--- src/rtl/exibe_sequencia.sv ---
// Sequence display unit: plays stored LED codes at addresses 0..limite,
// each lit for T_LIGADO cycles and followed by a T_DESLIGADO blank gap.
// pronto pulses once when the whole round has been shown.
module exibe_sequencia #(
   parameter int unsigned T_LIGADO    = 1000,
   parameter int unsigned T_DESLIGADO = 500
) (
   input  logic       clock,
   input  logic       reset,
   input  logic       inicia,
   input  logic       cancela,
   input  logic [3:0] limite,
   input  logic [3:0] dado_mem,
   output logic [3:0] endereco,
   output logic [3:0] leds,
   output logic       ativo,
   output logic       pronto,
   output logic [3:0] db_estado
);

   localparam int unsigned T_MAX = (T_LIGADO > T_DESLIGADO) ? T_LIGADO : T_DESLIGADO;
   localparam int unsigned CW    = $clog2(T_MAX) + 1;
   localparam logic [CW-1:0] ULT_LIGADO    = CW'(T_LIGADO - 1);
   localparam logic [CW-1:0] ULT_DESLIGADO = CW'(T_DESLIGADO - 1);

   typedef enum logic [2:0] {
      OCIOSO  = 3'd0,
      CARREGA = 3'd1,
      ACENDE  = 3'd2,
      APAGA   = 3'd3,
      PROXIMO = 3'd4,
      FIM     = 3'd5
   } estado_t;

   estado_t       estado_q, estado_d;
   logic [CW-1:0] cont_q, cont_d;
   logic [3:0]    lim_q, lim_d;
   logic [3:0]    endereco_d;
   logic [3:0]    leds_d;
   logic          ativo_d;
   logic          pronto_d;

   // State register plus registered outputs
   always_ff @(posedge clock or posedge reset) begin
      if (reset) begin
         estado_q <= OCIOSO;
         cont_q   <= '0;
         lim_q    <= '0;
         endereco <= '0;
         leds     <= '0;
         ativo    <= 1'b0;
         pronto   <= 1'b0;
      end else begin
         estado_q <= estado_d;
         cont_q   <= cont_d;
         lim_q    <= lim_d;
         endereco <= endereco_d;
         leds     <= leds_d;
         ativo    <= ativo_d;
         pronto   <= pronto_d;
      end
   end

   // Next-state, counter, address and LED logic; cancela overrides everything
   always_comb begin
      estado_d   = estado_q;
      cont_d     = cont_q;
      lim_d      = lim_q;
      endereco_d = endereco;
      leds_d     = leds;

      case (estado_q)
         OCIOSO: begin
            leds_d = '0;
            if (inicia) begin
               estado_d   = CARREGA;
               lim_d      = limite;
               endereco_d = '0;
            end
         end
         CARREGA: begin
            estado_d = ACENDE;
            leds_d   = dado_mem;
            cont_d   = '0;
         end
         ACENDE: begin
            if (cont_q == ULT_LIGADO) begin
               estado_d = APAGA;
               leds_d   = '0;
               cont_d   = '0;
            end else begin
               cont_d = cont_q + CW'(1);
            end
         end
         APAGA: begin
            leds_d = '0;
            if (cont_q == ULT_DESLIGADO) begin
               estado_d = PROXIMO;
            end else begin
               cont_d = cont_q + CW'(1);
            end
         end
         PROXIMO: begin
            leds_d = '0;
            if (endereco == lim_q) begin
               estado_d = FIM;
            end else begin
               estado_d   = CARREGA;
               endereco_d = endereco + 4'd1;
            end
         end
         FIM: begin
            leds_d   = '0;
            estado_d = OCIOSO;
         end
         default: begin
            leds_d   = '0;
            estado_d = OCIOSO;
         end
      endcase

      if (cancela) begin
         estado_d   = OCIOSO;
         leds_d     = '0;
         lim_d      = lim_q;
         endereco_d = endereco;
         cont_d     = cont_q;
      end
   end

   // Status flags follow the state being entered so they line up with it
   always_comb begin
      ativo_d  = 1'b0;
      pronto_d = 1'b0;
      case (estado_d)
         CARREGA, ACENDE, APAGA, PROXIMO: ativo_d  = 1'b1;
         FIM:                             pronto_d = 1'b1;
         default:                         ;
      endcase
   end

   // Debug view of the state register; unused codes read as F
   always_comb begin
      db_estado = 4'hF;
      case (estado_q)
         OCIOSO, CARREGA, ACENDE, APAGA, PROXIMO, FIM: db_estado = {1'b0, estado_q};
         default:                                      db_estado = 4'hF;
      endcase
   end

endmodule

--- config.mk ---
export PLATFORM = sky130hd
export DESIGN_NAME = exibe_sequencia
export DESIGN_NICKNAME = d
export VERILOG_FILES = /design/src/rtl/exibe_sequencia.sv
export SDC_FILE = /design/constraint.sdc
export NUM_CORES = 1
export LEC_CHECK = 0
export ABC_AREA = 0
export ABC_CLOCK_PERIOD_IN_PS = 3800
export BUFFER_PORTS_ARGS = -buffer_cell sky130_fd_sc_hd__buf_4
export CAP_MARGIN = 25
export CORE_MARGIN = 5
export CORE_UTILIZATION = 40
export DETAILED_ROUTE_END_ITERATION = 10
export SLEW_MARGIN = 15
export SYNTH_ARGS = -nofsm -noshare
export SYNTH_HDL_FRONTEND = slang
export SYNTH_SLANG_ARGS = --single-unit
--- constraint.sdc ---
create_clock -name clock -period 3.8 [get_ports clock]
set_clock_uncertainty 0.1 [all_clocks]
set_input_delay 0.95 -clock clock [delete_from_list [all_inputs] [get_ports clock]]
set_output_delay 0.95 -clock clock [all_outputs]
set_load 0.02 [all_outputs]
==> flow_metrics.env, run 1 <==
export IMPL_syn2layout_area_growth_pct=17.8
export IMPL_max_freq_mhz=395
export IMPL_start_kind="register"
export IMPL_layout_drive_gt1_share_pct=26.5
export IMPL_ys_ff_latch=28
export IMPL_grt_busiest_layer="met2"
export IMPL_wl_per_cell_um=13.1
export IMPL_setup_viol=0
export IMPL_h_tree_depth=1
export IMPL_drcViolationCount=0
export IMPL_global_route_usage_met1_pct=17.0
export IMPL_end_kind="primary output"
export IMPL_worst_slack_ns=1.27
export IMPL_dp_cells=208
export IMPL_cp_slowest_stage_delay_ns=0.51
export IMPL_vias=1079
export IMPL_cp_data_required_time_ns=2.75
export IMPL_hold_class="register to register"
export IMPL_cts_sinks=28
export IMPL_grt_use_met2_pct=19.1
export IMPL_cp_top_family="flip-flops"
export IMPL_ir_drop_v=0.000150
export IMPL_synthArstFlopShare_pct=100
export IMPL_synth_yosys_warnings=0
export IMPL_grt_pass1_wl_mm=4.95
export IMPL_crit_buf_inv=1
export IMPL_internal_power_uw=429
export IMPL_yosys_area_top_type="dfrtp_1"
export IMPL_cts_root_buf="clkbuf_4"
export IMPL_worst_pin_slew_ns=0.567
export IMPL_dpl_hpwl_mm=2.22
export IMPL_port_buffers=25
export IMPL_antenna_found_initial=0
export IMPL_synthFlopType="dfrtp_1"
export IMPL_drtPass1Iterations=4
export IMPL_start_util_pct=42.2
export IMPL_gr_total_overflow=0
export IMPL_syn_nets=156
export IMPL_min_period_ns=2.53
export IMPL_drt_iter0_markers=39
export IMPL_netSwitchingFraction_pct=27.0
export IMPL_clkPwrFrac_pct=24.7
export IMPL_post_cts_buffers=0
export IMPL_rows=21
export IMPL_syn_inst=142
export IMPL_post_place_ws_ns=1.52
export IMPL_synth_top_area_share_pct=48.6
export IMPL_fin_setup_tns_ns=0
export IMPL_synth_edf_count=0
export IMPL_worstPathMaxFanout=9
export IMPL_p_per_area_nw_per_um2=346
export IMPL_detail_route_vias_per_cell=5.09
export IMPL_worstSkewPairLatency_ns=0.33
export IMPL_crit_type="register to primary output"
export IMPL_drv_slew=0
export IMPL_diodes=0
export IMPL_rsz0062_at_grt="no"
export IMPL_die_w_um=70.1
export IMPL_maxCapViolCount=0
export IMPL_p_seq_share_pct=58.7
export IMPL_cts_tree="yes"
export IMPL_fin_crit_sh_pct=66.5
export IMPL_max_slew_margin_rel_pct=61.8
export IMPL_grt_max_degree=16
export IMPL_outcome="completed"
export IMPL_numCtsBuffers=3
export IMPL_ys_types=40
export IMPL_switching_power_uw=158
export IMPL_avgSynthCellArea_um2=10.2
export IMPL_cts_resized=0
export IMPL_hold_violations=0
export IMPL_final_cell_area_um2=1700
export IMPL_layout_common_cells="dfrtp_1 (28), buf_4 (25), nor2_1 (23), xnor2_1 (12)"
export IMPL_track_usage_pct=12.2
export IMPL_cellLeakagePower_nw=0.748
export IMPL_crit_arrival_ns=1.48
export IMPL_syn_area_um2=1440
export IMPL_cpMaxStageDelayCell="dfrtp_1"
export IMPL_finalNonFillerCells=212
export IMPL_fp_dieArea_um2=4910
export IMPL_gp_congestion=0.856
export IMPL_fin_util_pct=49.7
export IMPL_io_pins=26
export IMPL_crit_chain="and2_1 > or2_2 > buf_4"
export IMPL_hold_ws_ns=0.426
export IMPL_synth_top_cells_by_area="dfrtp_1 (49%), xnor2_1 (7.3%), nor2_1 (6.0%)"
export IMPL_ys_seq_area_share_pct=48.6
export IMPL_postPlaceCellArea_um2=1660
export IMPL_core_area_um2=3420
export IMPL_die_h_um=70.1
export IMPL_grt_pass1_vias=1094
export IMPL_fin_nets=181
export IMPL_wirelength_mm=2.78
export IMPL_drtAntennaViolNets=0
export IMPL_use_met3_pct=2.30
export IMPL_final_common_cell="dfrtp_1"
export IMPL_clk_pin_slew_ns=0.16
export IMPL_combPwrFrac_pct=16.6
export IMPL_clock_path_buffers=2
export IMPL_p_total_uw=587
export IMPL_hold_buffers=0
[cell type report]
type,count,area (µm²)
Timing Repair Buffer,26,203
Clock buffer,4,36.3
Sequential cell,28,701
Inverter,4,15.0
Tap cell,46,57.6
Fill cell,344,1720
Multi-Input combinational cell,104,687
[cell usage after synthesis (2+ instances only)]
library cell  count
inv_1             4
a21boi_1          2
a21o_2            2
clkbuf_1          2
dfrtp_1          28
or3_1             2
a22o_1            3
buf_2             2
nand2_1           7
nor3_1            7
o21ai_0           4
nor4_1            3
nor3b_1           3
buf_6             2
nand3_1           7
xor2_1            2
nand4_1           2
mux2_2            4
ha_1              2
nor2_1           23
xnor2_1          12
[flip-flops by register name (all words and copies together) (netlist names)]
signal / flops
estado_q: 3
cont_q: 11
pronto: 1
leds: 4
endereco: 4
ativo: 1
lim_q: 4
[per-layer routing]
layer / wire (µm) / vias up
met5: 0 / -
met4: 31 / 0
met3: 105 / 4
met2: 1250 / 17
met1: 1390 / 519
li1: - / 539
[power groups by stage]
stage / clock (mW) / combinational (mW) / sequential (mW)
global placement: 0 / 0.0948 / 0.350
finish: 0.145 / 0.0975 / 0.345
CTS: 0.148 / 0.100 / 0.345
global route: 0.161 / 0.112 / 0.349
detailed placement: 0 / 0.0992 / 0.351
floorplan: 0 / 0.0735 / 0.346
[worst paths after layout]
kind	start	to	slack [ns]	cells after the start
max	estado_q[1]$_DFF_PP0_	db_estado[0]	1.27	3
min	leds[2]$_DFFE_PP0P_	leds[2]$_DFFE_PP0P_	0.43	1
max reg2reg	cont_q[3]$_DFFE_PP0P_	cont_q[0]$_DFFE_PP0P_	1.84	5
min reg2reg	leds[2]$_DFFE_PP0P_	leds[2]$_DFFE_PP0P_	0.43	1
max in group asynchronous	reset	cont_q[8]$_DFFE_PP0P_	2.55	3
min in group asynchronous	reset	leds[1]$_DFFE_PP0P_	0.54	2
[logic make-up (layout without fill, tap and decap cells)]
| family | Yosys count | in the layout | share of synthesized area (%) |
|---|---|---|---|
| flip-flops | 28 | 28 | 48.6 |
| AND/OR/NAND/NOR | 67 | 67 | 25.8 |
| AO/OA/AOI/OAI | 17 | 17 | 8.41 |
| XOR/XNOR | 14 | 14 | 8.50 |
| multiplexers | 4 | 4 | 3.12 |
| buffers and inverters | 10 | 34 | 3.82 |
| adder cells (fa/ha/maj) | 2 | 2 | 1.73 |
(Power assumes the default switching activity.)
==> run 2, diff against run 1 <==
- ABC_AREA: 0 -> 1
- ABC_CLOCK_PERIOD_IN_PS: 3800 -> 2200
- clock period: 3.8 -> 2.2 ns (I/O delays scaled with it)
==> run 2 against run 1 <==
Effect of this change: routed wire length rose by 13%; utilization fell by 0.078 points; cell count rose by 33%; non-clock buffer count did not move; sequential share of layout area fell by 3.6 points; power rose by 95%; critical path type is now register to register; largest power group unchanged.
==> flow_metrics.env, run 2 <==
export IMPL_end_kind="register"
export IMPL_use_met3_pct=2.62
export IMPL_antenna_found_initial=0
export IMPL_finalNonFillerCells=281
export IMPL_layout_common_cells="nand2_1 (50), inv_1 (32), dfrtp_1 (28), buf_4 (26), nor2_1 (22)"
export IMPL_maxCapViolCount=0
export IMPL_min_period_ns=1.79
export IMPL_hold_class="primary input to async pin"
export IMPL_rsz0062_at_grt="no"
export IMPL_worstPathMaxFanout=14
export IMPL_max_freq_mhz=560
export IMPL_p_total_mw=1.14
export IMPL_detail_route_vias_per_cell=4.80
export IMPL_dp_cells=277
export IMPL_r2r_start="cont_q[1]$_DFFE_PP0P_"
export IMPL_crit_chain="ha_1 > nand2_1 > nor2_1 > nand4_4 > nand2_4 > inv_2 > nand2_1 > nand2_1 > nand2_1 > nor2_1"
export IMPL_crit_type="register to register"
export IMPL_fin_crit_sh_pct=81.2
export IMPL_hold_buffers=0
export IMPL_critPathLaunch="cont_q[1]$_DFFE_PP0P_"
export IMPL_crit_arrival_ns=1.85
export IMPL_top_register="cont_q"
export IMPL_synth_edf_count=0
export IMPL_cts_tree="yes"
export IMPL_drt_iter0_markers=58
export IMPL_start_util_pct=42.2
export IMPL_h_tree_depth=1
export IMPL_cpMaxStageDelayCell="dfrtp_1"
export IMPL_io_pins=26
export IMPL_worst_pin_slew_ns=0.351
export IMPL_reg2reg_slack_ns=0.41
export IMPL_worstSkewPairLatency_ns=0.27
export IMPL_ys_types=28
export IMPL_hold_violations=0
export IMPL_numCtsBuffers=3
export IMPL_ys_ff_latch=28
export IMPL_vias=1349
export IMPL_ir_drop_v=0.000286
export IMPL_drv_slew=0
export IMPL_grt_pass1_wl_mm=5.43
export IMPL_grt_pass1_vias=1159
export IMPL_cp_slowest_stage_delay_ns=0.38
export IMPL_layout_drive_gt1_share_pct=20.2
export IMPL_dpl_hpwl_mm=2.41
export IMPL_grt_max_degree=29
export IMPL_ys_seq_area_share_pct=44.4
export IMPL_clock_path_buffers=2
export IMPL_outcome="completed"
export IMPL_ys_top_cells_by_count="nand2_1 (50), inv_1 (32), dfrtp_1 (28)"
export IMPL_die_h_um=72.8
export IMPL_drtAntennaViolNets=0
export IMPL_cts_sinks=28
export IMPL_synth_yosys_warnings=0
export IMPL_drtPass1Iterations=4
export IMPL_track_usage_pct=12.9
export IMPL_post_cts_buffers=0
export IMPL_syn_inst=207
export IMPL_cp_data_required_time_ns=2.27
export IMPL_cp_common_cell="nand2_1"
export IMPL_cts_resized=0
export IMPL_clk_pin_slew_ns=0.09
export IMPL_grt_use_met2_pct=17.7
export IMPL_wirelength_mm=3.14
export IMPL_final_cell_area_um2=1860
export IMPL_syn2layout_area_growth_pct=17.7
export IMPL_cellLeakagePower_nw=0.931
export IMPL_cp_top_family="simple AND/OR/NAND/NOR gates"
export IMPL_postPlaceCellArea_um2=1800
export IMPL_final_common_cell="nand2_1"
export IMPL_diodes=0
export IMPL_setup_viol=0
export IMPL_synthFlopType="dfrtp_1"
export IMPL_avgSynthCellArea_um2=7.63
export IMPL_global_route_usage_met1_pct=19.9
export IMPL_wl_per_cell_um=11.2
export IMPL_crit_buf_inv=1
export IMPL_rows=22
export IMPL_core_area_um2=3740
export IMPL_drcViolationCount=0
export IMPL_gr_total_overflow=0
export IMPL_port_buffers=25
export IMPL_fin_setup_tns_ns=0
export IMPL_cts_root_buf="clkbuf_8"
export IMPL_p_per_area_nw_per_um2=615
export IMPL_gp_congestion=0.818
export IMPL_synthArstFlopShare_pct=100
export IMPL_die_w_um=72.8
export IMPL_largest_reg_flops=11
export IMPL_yosys_area_top_type="dfrtp_1"
export IMPL_fp_dieArea_um2=5300
export IMPL_synth_top_area_share_pct=44.4
export IMPL_start_kind="register"
export IMPL_fin_nets=248
export IMPL_synth_top_cells_by_area="dfrtp_1 (44%), nand2_1 (12%), inv_1 (7.6%)"
export IMPL_syn_nets=221
export IMPL_grt_busiest_layer="met1"
export IMPL_yosysMostFrequentCell="nand2_1"
export IMPL_max_slew_margin_rel_pct=76.4
export IMPL_syn_area_um2=1580
-- run 2: cell count changes after synthesis, sizes merged, moves of 3 or more --
cell	change
nand2	+45
inv	+30
nand3	+12
a21oi	+11
xnor2	-11
o21ai	+8
nor4	-5
mux2	-4
a22o	-3
nor2	+3
nor3b	-3
-- run 2: layout make-up --
cell class	instances	area, µm²
clock buffers	4	55.1
fillers	393	1880
inverters	34	128
multi-input cells	141	721
flip-flops and latches	28	701
well taps	48	60.1
repair buffers	26	195
-- run 2: worst paths after layout --
check                                         end  depth (start not counted)
min in group clock               pronto$_DFF_PP0_                          2
min reg2reg                 cont_q[1]$_DFFE_PP0P_                          2
min                          lim_q[3]$_DFFE_PP0P_                          3
max in group asynchronous   cont_q[9]$_DFFE_PP0P_                          3
max                        cont_q[10]$_DFFE_PP0P_                         10
max reg2reg                cont_q[10]$_DFFE_PP0P_                         10
-- run 2: through the flow --
| stage | hold WS, ns | util [%] | setup WS [ns] |
|---|---|---|---|
| global placement | 0.401 | 48.2 | 0.391 |
| CTS | 0.246 | 49.7 | 0.407 |
| detailed placement | 0.404 | 48.2 | 0.404 |
| floorplan | 0.373 | - | 0.643 |
| global route | 0.281 | 49.7 | 0.276 |
| finish | 0.225 | 49.7 | 0.414 |
-- run 2: metal layers --
layer | up-vias | routed length, µm
met2 | 46 | 1280
met4 | 0 | 40
met1 | 595 | 1550
met5 | - | 0
li1 | 704 | -
met3 | 4 | 263
-- run 2: worst register-to-register path, stage by stage (launching register included) --
cell     delay [ns]
dfrtp_1        0.38
ha_1           0.22
nand2_1        0.07
nor2_1         0.22
nand4_4        0.14
nand2_4        0.19
inv_2          0.15
nand2_1        0.09
nand2_1        0.05
nand2_1        0.05
nor2_1         0.03
-- run 2: cell families after synthesis --
family / count (synthesis) / share of synthesized area [%]
buffers and inverters: 38 / 9.98
AND/OR/NAND/NOR: 106 / 32.1
XOR/XNOR: 3 / 1.66
AO/OA/AOI/OAI: 30 / 10.3
flip-flops: 28 / 44.4
adder cells (fa/ha/maj): 2 / 1.58
-- run 2: where the power goes --
part	switching, mW	internal [mW]	leakage (nW)
Clock	0.157	0.160	0.0288
Combinational	0.142	0.0904	0.532
Sequential	0.0380	0.556	0.371
Total	0.337	0.807	0.931
==> run 3, diff against run 2 <==
- ABC_CLOCK_PERIOD_IN_PS: 2200 -> 1500
- clock period: 2.2 -> 1.5 ns (I/O delays scaled with it)
==> run 3 against run 2 <==
Effect of this change: the run now ends with negative setup slack left; critical path type is now register to primary output; sequential power rose by 48%; first-iteration DRC count up 36%; die area unchanged; final area up 40%; flip-flop and latch count did not move; clock power grew 34%; sequential share of layout area shrank 11 points; highest routed layer unchanged; clock-buffer cell count shrank 1; cell count grew 17%; via count increased by 20%; setup slack got worse by 0.53 ns; power grew 63%.
==> flow_metrics.env, run 3 (synthesis gave the netlist of run 2 again) <==
export IMPL_rows=22
export IMPL_nFillCells=300
export IMPL_worst_slack_ns=-0.112
export IMPL_hold_buffers=0
export IMPL_drcViolationCount=0
export IMPL_die_w_um=72.8
export IMPL_fp_dieArea_um2=5300
export IMPL_die_h_um=72.8
export IMPL_violations="negative setup slack"
export IMPL_fin_util_pct=69.3
export IMPL_gp_congestion=0.793
export IMPL_fin_crit_sh_pct=107
export IMPL_top_register="cont_q"
export IMPL_crit_arrival_ns=1.14
export IMPL_clk_pin_slew_ns=0.10
export IMPL_max_freq_mhz=620
export IMPL_port_buffers=25
export IMPL_worstPathMaxFanout=5
export IMPL_layout_drive_gt1_share_pct=52.5
export IMPL_drt_iter0_markers=79
export IMPL_diodes=0
export IMPL_wl_met3_um=222
export IMPL_rsz0062_at_grt="yes"
export IMPL_dp_cells=310
export IMPL_wirelength_mm=4.48
export IMPL_cpMaxStageDelayCell="dfrtp_2"
export IMPL_cp_data_required_time_ns=1.02
export IMPL_cts_tree="yes"
export IMPL_grt_pass1_wl_mm=6.97
export IMPL_topRoutingLayerUsed="met4"
export IMPL_finalNonFillerCells=330
export IMPL_numCtsBuffers=3
export IMPL_grt_max_degree=29
export IMPL_worst_pin_slew_ns=0.371
export IMPL_worstSkewPairLatency_ns=0.27
export IMPL_regArea_um2=704
export IMPL_cp_top_family="flip-flops"
export IMPL_antenna_found_initial=0
export IMPL_cp_common_cell="buf_6"
export IMPL_drv_slew=0
export IMPL_cts_sinks=28
export IMPL_max_slew_margin_rel_pct=75.3
export IMPL_core_area_um2=3740
export IMPL_layout_common_cells="buf_4 (59), nand2_1 (35), inv_1 (28), dfrtp_1 (25), buf_6 (16)"
export IMPL_end_kind="primary output"
export IMPL_gr_total_overflow=0
export IMPL_drtAntennaViolNets=0
export IMPL_start_kind="register"
export IMPL_met1_length_mm=1.90
export IMPL_h_tree_depth=1
export IMPL_wl_met2_mm=2.32
export IMPL_hold_violations=0
export IMPL_hold_ws_ns=0.0593
export IMPL_grt_pass1_vias=1493
export IMPL_hold_class="primary input to async pin"
export IMPL_final_common_cell="buf_4"
export IMPL_detail_route_vias_per_cell=4.91
export IMPL_maxCapViolCount=0
export IMPL_fin_setup_tns_ns=-1.60
export IMPL_cts_root_buf="clkbuf_8"
export IMPL_crit_chain="buf_6 > nand2_4 > nand2_2 > buf_6"
export IMPL_track_usage_pct=16.7
export IMPL_cellLeakagePower_nw=1.26
export IMPL_dpl_hpwl_mm=2.88
export IMPL_clock_path_buffers=2
export IMPL_io_pins=26
export IMPL_setup_viol=24
export IMPL_fin_nets=298
export IMPL_outcome="finished, violations left"
export IMPL_ir_drop_v=0.000383
export IMPL_drtPass1Iterations=4
export IMPL_syn2layout_area_growth_pct=64.3
export IMPL_start_util_pct=42.2
export IMPL_wl_per_cell_um=13.6
export IMPL_vias=1619
export IMPL_cp_slowest_stage_delay_ns=0.47
export IMPL_crit_type="register to primary output"
export IMPL_min_period_ns=1.61
export IMPL_p_per_area_nw_per_um2=719
export IMPL_p_total_mw=1.87
export IMPL_multiInputGateArea_um2=1030
export IMPL_crit_buf_inv=2
export IMPL_largest_reg_flops=11
-- run 3: cell types whose count changed in the layout (fill, tap and decap cells not counted), moves of 4 or more --
cell     change
a21oi_1      -5
buf_4       +33
buf_6       +16
inv_1        -4
nand2_1     -15
nand2_2     +10
nand2_4      +4
nand3_1      -6
nand3_4      +4
nor2_1      -11
nor2_4       +9
o21ai_0      -5
-- run 3: worst min-delay path, delay by kind of cell --
kind	cells	cell delay, ns
buffers and inverters	3	0.48
-- run 3: timing repair --
item	4_1_cts	5_1_grt
resized for setup	37	63
pin swaps	10	23
endpoints found under the setup margin	27	32
gates cloned	0	1
buffers inserted	9	7
-- run 3: power breakdown --
part	internal (mW)	switching [mW]	total [mW]	leakage, nW
clock	0.181	0.243	0.424	0.0216
sequential	0.817	0.0593	0.877	0.366
combinational	0.255	0.310	0.565	0.869
-- run 3: final cells by class --
type,count,area share [%]
tap,48,2.31
multi-input combinational,142,39.7
sequential,28,27.1
timing repair buffer,75,24.0
inverter,34,5.21
clock buffer,3,1.59
-- run 3: path summary, 6_finish.rpt --
kind / endpoint / slack, ns / cells past startpoint / from
max in group asynchronous: estado_q[1]$_DFF_PP0_ / 0.95 / 3 / reset
min reg2reg: leds[1]$_DFFE_PP0P_ / 0.42 / 2 / leds[1]$_DFFE_PP0P_
min: cont_q[1]$_DFFE_PP0P_ / 0.06 / 3 / reset
max reg2reg: pronto$_DFF_PP0_ / -0.09 / 7 / estado_q[1]$_DFF_PP0_
min in group clock: leds[2]$_DFFE_PP0P_ / 0.20 / 3 / dado_mem[2]
max: db_estado[0] / -0.11 / 4 / estado_q[2]$_DFF_PP0_
-- run 3: stage by stage --
step                worst slack [ns]  instance area, µm²
floorplan                     0.0155                1580
global placement             -0.0924                2050
detailed placement            -0.143                2050
CTS                          -0.0813                2300
global route                  -0.186                2590
finish                        -0.112                2590
-- run 3: per-layer routing --
layer,up-vias,track usage (%)
met5,-,0
met4,0,5.12
met3,6,2.48
met2,43,27.4
met1,761,22.7
li1,809,-
